`config.mk`:
```
export PLATFORM = sky130hd
export DESIGN_NAME = sha256_msg_padder
export DESIGN_NICKNAME = d
export VERILOG_FILES = /design/src/rtl/sha256_pkg.sv /design/src/rtl/sha256_byte_insert.sv /design/src/rtl/sha256_msg_padder.sv
export SDC_FILE = /design/constraint.sdc
export NUM_CORES = 2
export LEC_CHECK = 0
export CAP_MARGIN = 0
export CORE_MARGIN = 10
export CORE_UTILIZATION = 50
export CTS_CLUSTER_SIZE = 28
export DETAILED_ROUTE_END_ITERATION = 8
export HOLD_SLACK_MARGIN = 0.08
export PLACE_DENSITY = 0.87
export SKIP_LAST_GASP = 1
export SYNTH_ARGS = -nofsm -noshare
export SYNTH_HDL_FRONTEND = slang
export SYNTH_SLANG_ARGS = --single-unit
```
`constraint.sdc`:
```
create_clock -name clk -period 4.05 [get_ports clk]
set_input_delay 0.81 -clock clk [delete_from_list [all_inputs] [get_ports clk]]
set_output_delay 0.81 -clock clk [all_outputs]
set_load 0.01 [all_outputs]
```
`src/rtl/sha256_pkg.sv`:
```
`default_nettype none
// ============================================================================
//  Module   : sha256_pkg
//  Purpose  : Shared constants, FSM state type and length-field helper for the
//             SHA-256 message padder.
//  Revision : 1.0 - initial release
// ============================================================================
package sha256_pkg;

    localparam int         BLOCK_BYTES = 64;
    localparam int         LEN_OFFSET  = 56;
    localparam logic [7:0] PAD_BYTE    = 8'h80;

    typedef enum logic [1:0] {
        ACCUM      = 2'd0,
        EMIT_DATA  = 2'd1,
        EMIT_PAD1  = 2'd2,
        EMIT_FINAL = 2'd3
    } state_t;

    // Message length in bits for the trailing 64-bit big-endian field.
    function automatic logic [63:0] len_field(input logic [63:0] byte_count);
        return byte_count << 3;
    endfunction

endpackage
`default_nettype wire

```
`src/rtl/sha256_byte_insert.sv`:
```
`default_nettype none
// ============================================================================
//  Module   : sha256_byte_insert
//  Purpose  : Combinational block-buffer writer. Places up to BYTES beat bytes
//             at a byte offset, optionally follows them with the 0x80 marker,
//             and optionally zeroes every byte after the marker position.
//  Revision : 1.0 - initial release
// ============================================================================
module sha256_byte_insert
    import sha256_pkg::*;
#(
    parameter int DATA_W = 32
) (
    input  logic [511:0]        i_buf,
    input  logic [DATA_W-1:0]   i_data,
    input  logic [6:0]          i_offset,
    input  logic [6:0]          i_nbytes,
    input  logic                i_marker,
    input  logic                i_mask_tail,
    output logic [511:0]        o_buf
);

    // Beat bytes aligned to their destination: byte 0 of the beat lands at i_offset.
    logic [511:0] w_shift;
    logic [7:0]   w_end;

    assign w_shift = {i_data, {(512-DATA_W){1'b0}}} >> {i_offset, 3'b000};
    assign w_end   = {1'b0, i_offset} + {1'b0, i_nbytes};

    // Per-byte select: beat data, marker, zero tail, or the old buffer contents.
    for (genvar b = 0; b < BLOCK_BYTES; b++) begin : g_byte
        localparam logic [7:0] c_idx = 8'(b);
        logic w_in_data;
        logic w_is_mark;
        logic w_is_tail;

        assign w_in_data = (c_idx >= {1'b0, i_offset}) && (c_idx < w_end);
        assign w_is_mark = i_marker && (c_idx == w_end);
        assign w_is_tail = i_mask_tail && (c_idx > w_end);

        assign o_buf[511-8*b -: 8] = w_in_data ? w_shift[511-8*b -: 8] :
                                     w_is_mark ? PAD_BYTE              :
                                     w_is_tail ? 8'h00                 :
                                                 i_buf[511-8*b -: 8];
    end

endmodule
`default_nettype wire

```
`src/rtl/sha256_msg_padder.sv`:
```
`default_nettype none
// ============================================================================
//  Module   : sha256_msg_padder
//  Purpose  : Streaming SHA-256 front end. Packs a byte stream into 512-bit
//             blocks, appends 0x80 / zero fill / 64-bit bit length, and tags
//             each block with first/last flags for the hash controller.
//  Revision : 1.0 - initial release
// ============================================================================
module sha256_msg_padder
    import sha256_pkg::*;
#(
    parameter int DATA_W = 32,
    parameter int LEN_W  = 64
) (
    input  logic                               clk,
    input  logic                               reset_n,
    input  logic                               s_valid,
    output logic                               s_ready,
    input  logic [DATA_W-1:0]                  s_data,
    input  logic                               s_last,
    input  logic [$clog2(DATA_W/8+1)-1:0]      s_nbytes,
    output logic                               blk_valid,
    input  logic                               blk_ready,
    output logic [511:0]                       blk,
    output logic                               blk_first,
    output logic                               blk_last,
    output logic                               len_ovf
);

    localparam int BYTES = DATA_W / 8;
    localparam int NB_W  = $clog2(BYTES + 1);

    state_t             r_state;
    state_t             w_state_nxt;
    logic [511:0]       r_buf;
    logic [511:0]       w_buf_nxt;
    logic [6:0]         r_fill;
    logic [6:0]         w_fill_nxt;
    logic [LEN_W-1:0]   r_bytecnt;
    logic [LEN_W-1:0]   w_bytecnt_nxt;
    logic               r_pad_pending;
    logic               w_pad_nxt;
    logic               r_first_done;
    logic               w_first_done_nxt;
    logic               r_len_ovf;
    logic               w_ovf_nxt;
    logic               r_run;

    logic               w_beat;
    logic [NB_W-1:0]    w_nb_clip;
    logic [6:0]         w_n;
    logic [6:0]         w_k;
    logic [LEN_W:0]     w_cnt_sum;
    logic [63:0]        w_len_new;
    logic [63:0]        w_len_cur;
    logic [511:0]       w_ins_buf;

    assign w_beat    = s_valid & s_ready;
    assign w_nb_clip = (s_nbytes > NB_W'(BYTES)) ? NB_W'(BYTES) : s_nbytes;
    assign w_n       = s_last ? 7'(w_nb_clip) : 7'(BYTES);
    assign w_k       = r_fill + w_n;
    assign w_cnt_sum = {1'b0, r_bytecnt} + (LEN_W+1)'(w_n);
    assign w_len_new = len_field(64'(w_cnt_sum[LEN_W-1:0]));
    assign w_len_cur = len_field(64'(r_bytecnt));

    sha256_byte_insert #(
        .DATA_W (DATA_W)
    ) u_insert (
        .i_buf       (r_buf),
        .i_data      (s_data),
        .i_offset    (r_fill),
        .i_nbytes    (w_n),
        .i_marker    (s_last),
        .i_mask_tail (s_last),
        .o_buf       (w_ins_buf)
    );

    // Next-state and datapath update for accumulate / emit sequencing.
    always_comb begin
        w_state_nxt      = r_state;
        w_buf_nxt        = r_buf;
        w_fill_nxt       = r_fill;
        w_bytecnt_nxt    = r_bytecnt;
        w_pad_nxt        = r_pad_pending;
        w_first_done_nxt = r_first_done;
        w_ovf_nxt        = r_len_ovf;
        case (r_state)
            ACCUM: begin
                if (w_beat) begin
                    w_bytecnt_nxt = w_cnt_sum[LEN_W-1:0];
                    w_ovf_nxt     = r_len_ovf | w_cnt_sum[LEN_W];
                    w_buf_nxt     = w_ins_buf;
                    w_fill_nxt    = w_k;
                    if (!s_last) begin
                        if (w_k == 7'(BLOCK_BYTES)) w_state_nxt = EMIT_DATA;
                    end else if (w_k == 7'(BLOCK_BYTES)) begin
                        // Block is full of data; the marker starts the next block.
                        w_pad_nxt   = 1'b1;
                        w_state_nxt = EMIT_DATA;
                    end else if (w_k < 7'(LEN_OFFSET)) begin
                        w_buf_nxt   = {w_ins_buf[511:64], w_len_new};
                        w_state_nxt = EMIT_FINAL;
                    end else begin
                        // Marker fits but the length field does not.
                        w_state_nxt = EMIT_PAD1;
                    end
                end
            end
            EMIT_DATA: begin
                if (blk_ready) begin
                    w_fill_nxt       = 7'd0;
                    w_first_done_nxt = 1'b1;
                    if (r_pad_pending) begin
                        w_buf_nxt   = {PAD_BYTE, 440'd0, w_len_cur};
                        w_pad_nxt   = 1'b0;
                        w_state_nxt = EMIT_FINAL;
                    end else begin
                        w_state_nxt = ACCUM;
                    end
                end
            end
            EMIT_PAD1: begin
                if (blk_ready) begin
                    w_fill_nxt       = 7'd0;
                    w_first_done_nxt = 1'b1;
                    w_buf_nxt        = {448'd0, w_len_cur};
                    w_state_nxt      = EMIT_FINAL;
                end
            end
            EMIT_FINAL: begin
                if (blk_ready) begin
                    w_fill_nxt       = 7'd0;
                    w_bytecnt_nxt    = '0;
                    w_first_done_nxt = 1'b0;
                    w_ovf_nxt        = 1'b0;
                    w_pad_nxt        = 1'b0;
                    w_state_nxt      = ACCUM;
                end
            end
            default: w_state_nxt = ACCUM;
        endcase
    end

    // FSM state register.
    always_ff @(posedge clk or negedge reset_n) begin
        if (!reset_n) r_state <= ACCUM;
        else          r_state <= w_state_nxt;
    end

    // Block buffer, counters and flags; r_run holds s_ready low until the first clock out of reset.
    always_ff @(posedge clk or negedge reset_n) begin
        if (!reset_n) begin
            r_buf         <= '0;
            r_fill        <= 7'd0;
            r_bytecnt     <= '0;
            r_pad_pending <= 1'b0;
            r_first_done  <= 1'b0;
            r_len_ovf     <= 1'b0;
            r_run         <= 1'b0;
        end else begin
            r_buf         <= w_buf_nxt;
            r_fill        <= w_fill_nxt;
            r_bytecnt     <= w_bytecnt_nxt;
            r_pad_pending <= w_pad_nxt;
            r_first_done  <= w_first_done_nxt;
            r_len_ovf     <= w_ovf_nxt;
            r_run         <= 1'b1;
        end
    end

    assign s_ready   = r_run & (r_state == ACCUM);
    assign blk_valid = (r_state != ACCUM);
    assign blk       = r_buf;
    assign blk_first = blk_valid & ~r_first_done;
    assign blk_last  = (r_state == EMIT_FINAL);
    assign len_ovf   = r_len_ovf;

endmodule
`default_nettype wire

```
* Word-level counts from Yosys, hierarchy flattened *
Cells that the tools add are included.

cells by class
  equality and inequality tests = 78
  bitwise logic cells = 5
  magnitude comparators = 194
  muxes and demuxes = 227
  shift operators = 1
  $add $sub $neg = 3
  reduce and logical (&&, ||, !) cells = 208

operators with widths
  kind                  number
  $mux W512             4
  $mux W8               192
  $pmux W512 S3         1
  $shr A512 B10 Y512    1
  $mux W64              5
  $eq A6 B8 Y1 const A  32
  $gt A6 B8 Y1 const A  32
  $lt A6 B8 Y1 const A  32
  $ge A6 B7 Y1 const A  32
  $logic_and A1 B1 Y1   192
  $eq A5 B8 Y1 const A  16
  $gt A5 B8 Y1 const A  16
  $lt A5 B8 Y1 const A  16
  $pmux W64 S2          1
  $ge A5 B7 Y1 const A  16
  $add A64 B3 Y65       1
  $eq A4 B8 Y1 const A  8
  $gt A4 B8 Y1 const A  8
  $lt A4 B8 Y1 const A  8
  $ge A4 B7 Y1 const A  8
  $eq A3 B8 Y1 const A  4
  $gt A3 B8 Y1 const A  4
  $lt A3 B8 Y1 const A  4
  $ge A3 B7 Y1 const A  4
  other kinds (37)      79

storage, ports and cells
  register bits after elaboration = 589
  word-level logic and storage cells = 724

* Logic depth before layout (Yosys ltp) *
  word-level depth = 14
  gate-level depth with buffers = 19
  gate-level depth less buffers = 11

* Hierarchy *
A second synthesis with hierarchy kept.

unflattened totals
  cell total of the unflattened synthesis = 4849
  area total of the unflattened synthesis = 38109.0 µm²

by module, submodules not included
  module              area each (µm²)  instances  cells each
  sha256_msg_padder   26430.3          1          3006
  sha256_byte_insert  11678.7          1          1843

* Worst setup path after synthesis *
Ideal clock, no wire load.

  path type = input -> register
  start = in s_last
  end = reg r_buf[51], in the netlist blk[51]
  library setup time = 0.131 ns
  stages = 16
  path buffers = 5
  slack = -0.646 ns
  data arrival time = 4.565 ns
  data required time = 3.919 ns
  path through = clkbuf_1 > buf_1 > clkbuf_1 > nand2b_1 > nor2_1 > ha_1 > fa_1 > clkbuf_1 > a21oi_2 > o221a_2 > buf_4 > or4_1 > a221oi_2 > a21oi_1 > a221oi_1 > o22ai_1

on the way
  word-level cells in the longest chain between the ends = 12
  elaborated cells on any way between the ends = 20
  classes of those cells = 3 x add/sub; 3 x order compare; 2 x eq/ne; 9 x mux; 3 x reduce/logical

RTL lines
  item                  line                      source
  start, declared       sha256_msg_padder.sv:20   input logic s_last,
  $mux W3               sha256_msg_padder.sv:60   assign w_n = s_last ? 7'(w_nb_clip) : 7'(BYTES);
  $add A7 B3 Y8         sha256_byte_insert.sv:28  assign w_end = {1'b0, i_offset} + {1'b0, i_nbytes};
  $gt A6 B8 Y1          sha256_byte_insert.sv:39  assign w_is_tail = i_mask_tail && (c_idx > w_end);
  $logic_and A1 B1 Y1   sha256_byte_insert.sv:39
  $mux W8               sha256_byte_insert.sv:43  w_is_tail ? 8'h00 :
  $mux W8               sha256_byte_insert.sv:42  w_is_mark ? PAD_BYTE :
  $mux W8               sha256_byte_insert.sv:41  assign o_buf[511-8*b -: 8] = w_in_data ? w_shift[511-8*b -: 8] :
  $mux W64              sha256_msg_padder.sv:100  end else if (w_k < 7'(LEN_OFFSET)) begin
  $mux W64              sha256_msg_padder.sv:96   end else if (w_k == 7'(BLOCK_BYTES)) begin
  $mux W64 (*)          sha256_msg_padder.sv:94   if (!s_last) begin
  $mux W512 (*)         sha256_msg_padder.sv:89   if (w_beat) begin
  $pmux W512 S3 (*)     sha256_msg_padder.sv:87   case (r_state)
  end signal, assigned  sha256_msg_padder.sv:161  r_buf <= w_buf_nxt;
  end, declared         sha256_msg_padder.sv:35   logic [511:0] r_buf;

Every way passes the cells marked *; elsewhere a longest branch is shown, timed or not. The select of a mux whose other input is x is not followed.
A chain may end at the register's enable or synchronous reset.

* Worst setup path in the final report *
  start = in s_nbytes[2]
  end = reg r_buf[100], in the netlist blk[100]

on the way
  word-level cells in the longest chain between the ends = 11
  elaborated cells on any way between the ends = 15
  classes of those cells = 1 x add/sub; 3 x order compare; 1 x eq/ne; 7 x mux; 3 x reduce/logical

RTL lines
  item                 line                      source
  start, declared      sha256_msg_padder.sv:21   input logic [$clog2(DATA_W/8+1)-1:0] s_nbytes,
  $gt A3 B3 Y1         sha256_msg_padder.sv:59   assign w_nb_clip = (s_nbytes > NB_W'(BYTES)) ? NB_W'(BYTES) : s_nbytes;
  $mux W3 (*)          sha256_msg_padder.sv:59
  $mux W3 (*)          sha256_msg_padder.sv:60
  $add A7 B3 Y8 (*)    sha256_byte_insert.sv:28
  $gt A6 B8 Y1         sha256_byte_insert.sv:39
  $logic_and A1 B1 Y1  sha256_byte_insert.sv:39
  $mux W8              sha256_byte_insert.sv:43
  $mux W8              sha256_byte_insert.sv:42
  $mux W8 (*)          sha256_byte_insert.sv:41
  $mux W512 (*)        sha256_msg_padder.sv:89
  $pmux W512 S3 (*)    sha256_msg_padder.sv:87

Marked as above.

==> flow_summary.toml <==
[synthesis]
ys_ff_latch = 589
yosys_warnings = 0
seq_area_frac_synth = 0.4554
synth-edff-count = 0
netlist_instances = 3519
syn_area_per_cell_sq_um = 9.197
async_flop_share = 1.000
ys_types = 102
synth_flop_cell = "dfrtp_1"
syn_area_sq_mm = 0.03236
synth_fp_nets = 3571

[placed_design]
io_buffers = 556
detailed_place_hpwl_um = 133900
gp_congestion = 1.081
dpl_worst_slack_ns = -0.5308
place_area_sq_mm = 0.04332

[route]
drtPass1Iterations = 7
vias = 37380
wl_um = 178600
ant_nets = 0
drc = 0
via_per_inst = 6.919
wl_per_cell_um = 33.05
drtIter0Drc = 5552

[sta]
period_needed_ns = 3.992
max_freq_mhz = 250.5
report.final.slew_viol_count = 0
fin_ws_ns = 0.05819
hold_viol = 0
rsz0062_at_grt = "yes"
fin_skew_ns = 0.02396
finalSetupViolations = 0
slew_headroom = 0.2810
tightest_slew_ns = 1.067
worst_hold_slack_ns = 0.2702
period_share = 0.9856

[floorplan]
start_util = 0.5039
io_pins = 557
die_w_um = 274.4
die_y_um = 274.4
rows = 93
core_area_sq_mm = 0.06423
dieArea_sq_mm = 0.07530

[layout]
final_cell_mix = "584 x dfrtp_1, 567 x buf_4, 555 x clkdlybuf4s50_1"
syn_to_final_growth_pct = 40.47
fill_cells = 4747
final_cell_area_sq_mm = 0.04546
finalNetCount = 4535
layout_commonest_cell = "dfrtp_1"
seq_area_sq_mm = 0.01475
drive_gt1_frac = 0.2004
multiInputGateArea_sq_mm = 0.01657
final_util = 0.7077

[global_route]
grt.total_usage = 0.4579
grt_pass1_wl_um = 254600
first_global_vias = 36080
antenna_found_initial = 19
grt_overflow_total = 0
grt_max_degree = 104

[worst_setup_path]
crit_path_max_incr_delay_ns = 0.47
cp-end-kind = "flip-flop"
crit_family = "compound AO/OA/AOI/OAI gates"
r2r_slack_ns = 0.37
crit_buf_inv = 4
crit_type = "in2reg"
path_max_fanout = 16
worstPathCellList = "clkdlybuf4s50_1 > nand2b_4 > nor2_4 > ha_4 > fa_2 > and2_1 > o221a_2 > buf_4 > a21o_1 > buf_4 > o211ai_1 > o211ai_1 > buf_12 > o31ai_1"
worstPathArrival_ns = 4.52
required_ns = 4.58
crit_slowest_cell = "fa_2"
setup.worst_path.start_class = "input pin"

[power]
p_leak_nw = 19.50
power.density_mw_per_mm2 = 532.2
ir_worst_vdd_uv = 567.1

[cts]
numCtsBuffers = 60
clockRootBuffer = "clkbuf_16"
clock_path_buffers = 3
cts_tree = "built"
clock-sinks = 589
clock_latency_ns = 0.66
cts_max_level = 2
clkTransAtPathRegs_ns = 0.07
cts_setup_buffers = 0

[run_status]
outcome = "finished clean"

[job]
cap_viol_max_count = 0

[min_path]
hold_class = "in2async"
-- metal layers --
metal / wire length, um / track usage
met2: 79260 / 0.7040
met4: 12960 / 0.2778
met3: 24020 / 0.1585
met5: 95 / 0
met1: 62230 / 0.5482
-- worst paths after layout --
| kind | startpoint | endpoint | cells after the start |
|---|---|---|---|
| max in group asynchronous | reset_n | blk[495] | 3 |
| setup / recovery | s_nbytes[2] | blk[100] | 14 |
| min in group clk | blk[378] | blk[378] | 2 |
| setup reg to reg | r_fill[0] | blk[100] | 11 |
| hold / removal | reset_n | blk[289] | 1 |
| hold reg to reg | blk[378] | blk[378] | 2 |
-- report_power, final --
| group | total (W) | internal (W) | switching, W |
|---|---|---|---|
| Sequential | 0.00652 | 0.00620 | 0.000317 |
| Clock | 0.00584 | 0.00334 | 0.00250 |
| Combinational | 0.0118 | 0.00402 | 0.00782 |
| Total | 0.0242 | 0.0136 | 0.0106 |
-- timing repair --
item                                    4_1_cts  5_1_grt
endpoints found under the hold margin         0        0
resized for setup                             0       12
endpoints found under the setup margin        0       38
hold buffers                                  0        0
-- sequential cells by signal, indices dropped and copies added (netlist names) --
signal	flops
blk	512
len_ovf	1
r_bytecnt	64
r_fill	7
r_first_done	1
r_pad_pending	1
r_run	1
r_state	2
-- metrics by stage --
stage / setup TNS [ns] / cells / power, W
6_report: 0 / 5403 / 0.02419
3_3_place_gp: -140.49 / 5276 / 0.01765
4_1_cts: 0 / 5385 / 0.02358
3_5_place_dp: -155.03 / 5276 / 0.01777
5_1_grt: -0.001916 / 5388 / 0.02468
2_1_floorplan: -6.728 / 3519 / 0.01186
-- synthesized netlist by cell type (73+ instances only) --
cell type  instances  share of area
inv_1             86          0.010
a22o_1           120          0.032
nand3_1           94          0.015
clkbuf_1         192          0.022
a21o_1            73          0.017
nor2_1           230          0.027
dfrtp_1          589           0.46
a21oi_1          156          0.024
nor3_1            73          0.011
o31ai_1          125          0.029
nand2_1          416          0.048
o21ai_0          289          0.045
o2bb2ai_1         84          0.023
-- kinds of logic after synthesis --
kind of cell             count (synthesis)  synth area share
AO/OA/AOI/OAI                         1266            0.2779
AND/OR/NAND/NOR                       1149            0.1697
flip-flops                             589            0.4554
buffers and inverters                  353           0.04380
multiplexers                           108           0.03684
XOR/XNOR                                41           0.01110
adder cells (fa/ha/maj)                 12          0.005103
other                                    1         0.0001159
-- layout make-up --
class | instances | share of cell area
clock inverter | 22 | 0.006358
tap | 855 | 0.02353
antenna | 18 | 0.0009908
timing repair buffer | 1165 | 0.2347
clock buffer | 87 | 0.03812
inverter | 90 | 0.007431
multi-input combinational | 2577 | 0.3645
sequential | 589 | 0.3244
Note: power is estimated with default switching activity, not from simulation.
